==> config.mk <==
export PLATFORM = sky130hd
export DESIGN_NAME = mem_wb
export DESIGN_NICKNAME = d
export VERILOG_FILES = /design/src/rtl/riscv_pkg.sv /design/src/rtl/load_align.sv /design/src/rtl/mem_wb.sv
export SDC_FILE = /design/constraint.sdc
export NUM_CORES = 1
export LEC_CHECK = 0
export ABC_AREA = 1
export CAP_MARGIN = 0
export CORE_MARGIN = 1.5
export CORE_UTILIZATION = 45
export CTS_BUF_LIST = sky130_fd_sc_hd__clkbuf_16
export CTS_CLUSTER_DIAMETER = 200
export DETAILED_ROUTE_END_ITERATION = 12
export GPL_ROUTABILITY_DRIVEN = 0
export PLACE_DENSITY = 0.81
export REMOVE_ABC_BUFFERS = 1
export SLEW_MARGIN = 20
export SYNTH_ARGS = -nofsm -noshare
export SYNTH_HDL_FRONTEND = slang
export SYNTH_HIERARCHICAL = 1
export SYNTH_SLANG_ARGS = --single-unit
==> constraint.sdc <==
create_clock -name i_clk -period 4.15 [get_ports i_clk]
set_clock_uncertainty 0.05 [all_clocks]
set_input_delay 0.83 -clock i_clk [delete_from_list [all_inputs] [get_ports i_clk]]
set_output_delay 0.83 -clock i_clk [all_outputs]
set_load 0.05 [all_outputs]
==> src/rtl/riscv_pkg.sv <==
// Shared types and helpers for the memory/writeback stage: FSM encoding, RV32I
// load/store size codes and store lane helpers.
package riscv_pkg;

    typedef enum logic [1:0] {
        StIdle = 2'd0,
        StReq  = 2'd1,
        StWait = 2'd2,
        StWb   = 2'd3
    } state_e;

    localparam logic [2:0] FUNCT3_B  = 3'b000;
    localparam logic [2:0] FUNCT3_H  = 3'b001;
    localparam logic [2:0] FUNCT3_W  = 3'b010;
    localparam logic [2:0] FUNCT3_BU = 3'b100;
    localparam logic [2:0] FUNCT3_HU = 3'b101;

    // Store sizes other than byte/halfword fall back to a full word.
    function automatic logic [3:0] store_mask(input logic [2:0] funct3, input logic [1:0] a);
        case (funct3)
            FUNCT3_B: store_mask = 4'b0001 << a;
            FUNCT3_H: store_mask = 4'b0011 << {a[1], 1'b0};
            default:  store_mask = 4'b1111;
        endcase
    endfunction

    function automatic logic [31:0] store_data(input logic [2:0] funct3, input logic [31:0] d);
        case (funct3)
            FUNCT3_B: store_data = {4{d[7:0]}};
            FUNCT3_H: store_data = {2{d[15:0]}};
            default:  store_data = d;
        endcase
    endfunction

    function automatic logic misaligned(input logic [2:0] funct3, input logic [1:0] a,
                                        input logic is_load);
        case (funct3)
            FUNCT3_B:  misaligned = 1'b0;
            FUNCT3_H:  misaligned = a[0];
            FUNCT3_BU: misaligned = is_load ? 1'b0 : (a != 2'b00);
            FUNCT3_HU: misaligned = is_load ? a[0] : (a != 2'b00);
            default:   misaligned = (a != 2'b00);
        endcase
    endfunction

endpackage

==> src/rtl/load_align.sv <==
// Picks the addressed byte/halfword out of a read word and sign- or zero-extends it.
module load_align
    import riscv_pkg::*;
(
    input  logic [31:0] i_rdata,
    input  logic [1:0]  i_addr,
    input  logic [2:0]  i_funct3,
    output logic [31:0] o_data
);

    logic [31:0] w_shifted;
    logic [7:0]  w_byte;
    logic [15:0] w_half;

    assign w_shifted = i_rdata >> {i_addr, 3'b000};
    assign w_byte    = w_shifted[7:0];
    assign w_half    = i_addr[1] ? i_rdata[31:16] : i_rdata[15:0];

    always_comb begin
        case (i_funct3)
            FUNCT3_B:  o_data = {{24{w_byte[7]}}, w_byte};
            FUNCT3_BU: o_data = {24'd0, w_byte};
            FUNCT3_H:  o_data = {{16{w_half[15]}}, w_half};
            FUNCT3_HU: o_data = {16'd0, w_half};
            default:   o_data = i_rdata;
        endcase
    end

endmodule

==> src/rtl/mem_wb.sv <==
// Memory-access / writeback stage feeding the register file write port.
// Define MEM_WB_MISALIGN_TRAP_EN to trap misaligned halfword/word accesses.
module mem_wb
    import riscv_pkg::*;
#(
    parameter int unsigned MAX_WAIT = 0
) (
    input  logic        i_clk,
    input  logic        i_rst,
    input  logic        i_valid,
    output logic        o_ready,
    input  logic [31:0] i_alu_result,
    input  logic [31:0] i_store_data,
    input  logic [4:0]  i_rd_addr,
    input  logic        i_rd_wen,
    input  logic        i_mem_ren,
    input  logic        i_mem_wen,
    input  logic [2:0]  i_funct3,
    output logic        o_dmem_req,
    output logic [31:0] o_dmem_addr,
    output logic        o_dmem_wen,
    output logic [31:0] o_dmem_wdata,
    output logic [3:0]  o_dmem_mask,
    input  logic        i_dmem_ready,
    input  logic        i_dmem_rvalid,
    input  logic [31:0] i_dmem_rdata,
    output logic        o_rd_wen,
    output logic [4:0]  o_rd_waddr,
    output logic [31:0] o_rd_wdata,
    output logic        o_err
);

    state_e      r_state, w_state_next;
    logic [31:0] r_addr, r_wdata, r_wb_data, r_wait;
    logic [3:0]  r_mask;
    logic [1:0]  r_lane;
    logic [2:0]  r_funct3;
    logic [4:0]  r_rd_addr;
    logic        r_rd_wen, r_is_store, r_trap;
    logic        w_accept, w_is_mem, w_misalign, w_active, w_timeout, w_capture;
    logic [31:0] w_load_data;

    assign o_ready   = (r_state == StIdle) || (r_state == StWb);
    assign w_accept  = i_valid && o_ready;
    assign w_is_mem  = i_mem_ren || i_mem_wen;
    assign w_active  = (r_state == StReq) || (r_state == StWait);
    assign w_timeout = (MAX_WAIT != 0) && w_active && (r_wait == MAX_WAIT);

`ifdef MEM_WB_MISALIGN_TRAP_EN
    assign w_misalign = w_is_mem && misaligned(i_funct3, i_alu_result[1:0], i_mem_ren);
`else
    assign w_misalign = 1'b0;
`endif

    always_comb begin
        w_state_next = r_state;
        w_capture    = 1'b0;
        case (r_state)
            StIdle, StWb: begin
                if (!w_accept) begin
                    w_state_next = StIdle;
                end else if (w_is_mem && !w_misalign) begin
                    w_state_next = StReq;
                end else begin
                    w_state_next = StWb;
                end
            end
            StReq: begin
                if (w_timeout) begin
                    w_state_next = StIdle;
                end else if (i_dmem_ready) begin
                    if (r_is_store) begin
                        w_state_next = StIdle;
                    end else if (i_dmem_rvalid) begin
                        w_state_next = StWb;
                        w_capture    = 1'b1;
                    end else begin
                        w_state_next = StWait;
                    end
                end
            end
            StWait: begin
                if (w_timeout) begin
                    w_state_next = StIdle;
                end else if (i_dmem_rvalid) begin
                    w_state_next = StWb;
                    w_capture    = 1'b1;
                end
            end
            default: w_state_next = StIdle;
        endcase
    end

    always_ff @(posedge i_clk or posedge i_rst) begin
        if (i_rst) begin
            r_state    <= StIdle;
            r_wait     <= '0;
            r_addr     <= '0;
            r_wdata    <= '0;
            r_wb_data  <= '0;
            r_mask     <= '0;
            r_lane     <= '0;
            r_funct3   <= '0;
            r_rd_addr  <= '0;
            r_rd_wen   <= 1'b0;
            r_is_store <= 1'b0;
            r_trap     <= 1'b0;
        end else begin
            r_state <= w_state_next;
            // Counts total cycles across REQ and WAIT; cleared once the access ends.
            if (w_active && (w_state_next == StReq || w_state_next == StWait)) begin
                r_wait <= r_wait + 32'd1;
            end else begin
                r_wait <= '0;
            end
            if (w_accept) begin
                r_addr     <= {i_alu_result[31:2], 2'b00};
                r_lane     <= i_alu_result[1:0];
                r_wdata    <= store_data(i_funct3, i_store_data);
                r_mask     <= store_mask(i_funct3, i_alu_result[1:0]);
                r_funct3   <= i_funct3;
                r_rd_addr  <= i_rd_addr;
                r_rd_wen   <= i_rd_wen && (i_rd_addr != 5'd0) && !i_mem_wen && !w_misalign;
                r_is_store <= i_mem_wen;
                r_trap     <= w_misalign;
                r_wb_data  <= i_alu_result;
            end else if (w_capture) begin
                r_wb_data  <= w_load_data;
            end
        end
    end

    load_align u_load_align (
        .i_rdata  (i_dmem_rdata),
        .i_addr   (r_lane),
        .i_funct3 (r_funct3),
        .o_data   (w_load_data)
    );

    assign o_dmem_req   = (r_state == StReq) && !w_timeout;
    assign o_dmem_addr  = r_addr;
    assign o_dmem_wen   = o_dmem_req && r_is_store;
    assign o_dmem_wdata = r_wdata;
    assign o_dmem_mask  = r_mask;
    assign o_rd_wen     = (r_state == StWb) && r_rd_wen;
    assign o_rd_waddr   = r_rd_addr;
    assign o_rd_wdata   = r_wb_data;
    assign o_err        = w_timeout || ((r_state == StWb) && r_trap);

endmodule

==> metrics.cfg <==
[pwr]
power_w = 0.00798
sw_frac_of_total_pct = 52.2
leakage_nw = 4.42
p_per_area_nw_per_um2 = 931
power_frac_comb_pct = 62.7
seqPwrFrac_pct = 25.0
clock_power_share_pct = 12.3
p_sw_w = 0.00417
peakVddDrop_mv = 0.460
intPower_w = 0.00381

[floorplanning]
die_w_um = 119
start_util_pct = 45.9
rows = 42
dieArea_um2 = 14200
fp.dieH_um = 119
ioPinCount = 222
placeableCoreArea_um2 = 13200

[global_route]
grt_max_degree = 75
use_met3_pct = 6.94
grt-busiest-layer = met2
grt_pass1_vias = 5731
grt_pass1_wl_um = 28900
grt_util_met2_pct = 41.1
gr-total-overflow = 0
grt_use_met1_pct = 33.4
antenna_found_initial = 0
track_usage_pct = 25.7

[finish]
fin_nets = 1137
stdcell_area_um2 = 8580
final-instance-count-excl-fill = 1202
n_antenna_cell = 0
layout-drive-gt1-share_pct = 5.95
syn2layout_area_growth_pct = 41.6
nFillCells = 1142

[detailed_routing]
drtAntennaViolNets = 0
route.detailed.drc = 0
drtPass1Iterations = 5
drt-initial-drc-count = 374
vias = 6033
viasPerCell = 5.02
routedWlPerCell_um = 14.9
routed_wl_um = 17900

[clock_tree]
ctsResizeCount = 0
ctsHoldBuffers = 0
cts_buffers = 9
htree_levels = 3
cts_tree = built
cts.clk_slew.worst_paths_ns = 0.07
cts_setup_buffers = 0
root_buffer = clkbuf_16
cts_sinks = 112
clk_latency_ns = 0.35
clk_path_buf_depth = 2

[setup_path]
cp-end-kind = output pin
critPathRequiredTime_ns = 3.27
crit_path_start_kind = flop
path_max_fanout = 4
critPathKind = reg2out
crit_arrival_ns = 2.02

[synth]
synth_area_um2 = 6060
async_reset_ff_share_pct = 100
synth_ff_type = dfrtp_1
yosysWarnings = 6
synth-seq-cells = 112
synth_cells = 830
avgSynthCellArea_um2 = 7.30
ys_seq_area_share_pct = 46.3
synth-edff-count = 0
synth.distinct_cells = 29

[placement]
placed_cells = 1187
dp_hpwl_um = 12600
place_area_um2 = 8240
numPortBuffers = 218

[sta]
tns_ns = 0
fmax_mhz = 344
slew_headroom_pct = 31.5
period_share_pct = 70.0
setup_viol = 0
rsz0062_at_grt = false
final_max_slew_viol_count = 0
hold_ws_ns = 0.433
worstMarginPinSlew_ns = 1.03
hold_violations = 0
min_period_ns = 2.90

[flow_run]
cap_viol_max_count = 0

[status]
status = finished clean

[hold_path]
hp-class = reg2reg

area by class of cell:
type	count	area [um2]	area share (%)
Clock buffer	9	225	2.63
Multi-Input combinational cell	610	2740	31.9
Clock inverter	6	108	1.25
Timing Repair Buffer	224	2240	26.1
Inverter	65	246	2.87
Sequential cell	112	2800	32.7
Tap cell	176	220	2.57
per-stage QoR:
stage,setup slack (ns),util (%)
after floorplan,0.311,-
after global placement,1.29,62.5
after detailed placement,1.25,62.5
after CTS,1.24,65.0
after global routing,1.17,65.0
final,1.25,65.0
worst max-delay path, stage by stage, from the launching register on:
cell and delay, ns:
dfrtp_1 0.41, inv_1 0.06, ha_1 0.37, clkdlybuf4s50_1 0.83
sequential cells by signal, indices dropped and copies added (netlist names):
register      cells
r_is_store        1
o_dmem_mask       4
r_state           2
o_rd_wdata       32
r_funct3          3
r_rd_wen          1
o_rd_waddr        5
o_dmem_addr      30
r_lane            2
o_dmem_wdata     32
placed cells by master, fill, tap and decap left out, drive strengths merged:
cell type        n
a21oi            5
and2             1
buf              6
bufinv           3
clkbuf           9
clkdlybuf4s50  218
clkinv           2
conb             3
dfrtp          112
ha               3
inv             66
nand2          354
nand3          109
nand3b           9
nand4            9
nor2            86
nor3             4
o211ai           2
o21ai           22
or2              3
path summary, 6_finish.rpt:
check                                               end                       start  slack, ns  depth (start not counted)
setup / recovery                                o_ready      r_state[0]$_DFFE_PP0P_       1.25                          3
hold / removal               o_dmem_addr[8]$_DFFE_PP0P_  o_dmem_addr[8]$_DFFE_PP0P_       0.43                          2
setup reg to reg           o_dmem_wdata[10]$_DFFE_PP0P_      r_state[0]$_DFFE_PP0P_       1.72                          8
hold reg to reg              o_dmem_addr[8]$_DFFE_PP0P_  o_dmem_addr[8]$_DFFE_PP0P_       0.43                          2
max in group asynchronous    o_rd_wdata[29]$_DFFE_PP0P_                       i_rst       2.33                          3
min in group asynchronous  o_dmem_wdata[30]$_DFFE_PP0P_                       i_rst       0.95                          2
cells by family after synthesis:
family	after synthesis	synth area share (%)
simple gates	575	41.8
compound gates	29	2.48
flops	112	46.3
fa+ha+maj	3	0.620
other cells	1	0.0619
buf+inv	110	8.76
synthesized netlist by cell type (2+ instances only):
cell type  instances  share of area [%]
a21oi_1            5               0.41
buf_2             28                2.3
buf_4             11                1.4
buf_6              4               0.74
dfrtp_1          112                 46
ha_1               3               0.62
inv_1             61                3.8
inv_2              4               0.25
nand2_1          348                 22
nand2_2            3               0.31
nand2_4            3               0.56
nand3_1           88                7.3
nand3_2           20                3.3
nand3b_1           9                1.1
nand4_1            9               0.93
nor2_1            82                5.1
nor2_2             3               0.31
nor3_1             3               0.25
o211ai_1           2               0.25
o21ai_0           19                1.6
o21ai_1            3               0.25
or2_2              3               0.31
power groups by stage:
stage	Combinational, W	Sequential (W)	Clock [W]
final	0.00500	0.00200	0.000985
after detailed placement	0.00502	0.00200	0
after CTS	0.00504	0.00199	0.00100
after global placement	0.00495	0.00200	0
after floorplan	0.00177	0.00359	0
after global routing	0.00541	0.00207	0.00105
routing by layer:
| layer | vias to the layer above | wire length (um) |
|---|---|---|
| li1 | 2958 | - |
| met2 | 256 | 8200 |
| met1 | 2788 | 7630 |
| met5 | - | 0 |
| met4 | 0 | 458 |
| met3 | 31 | 1580 |
Power figures use the tool's default switching activity.
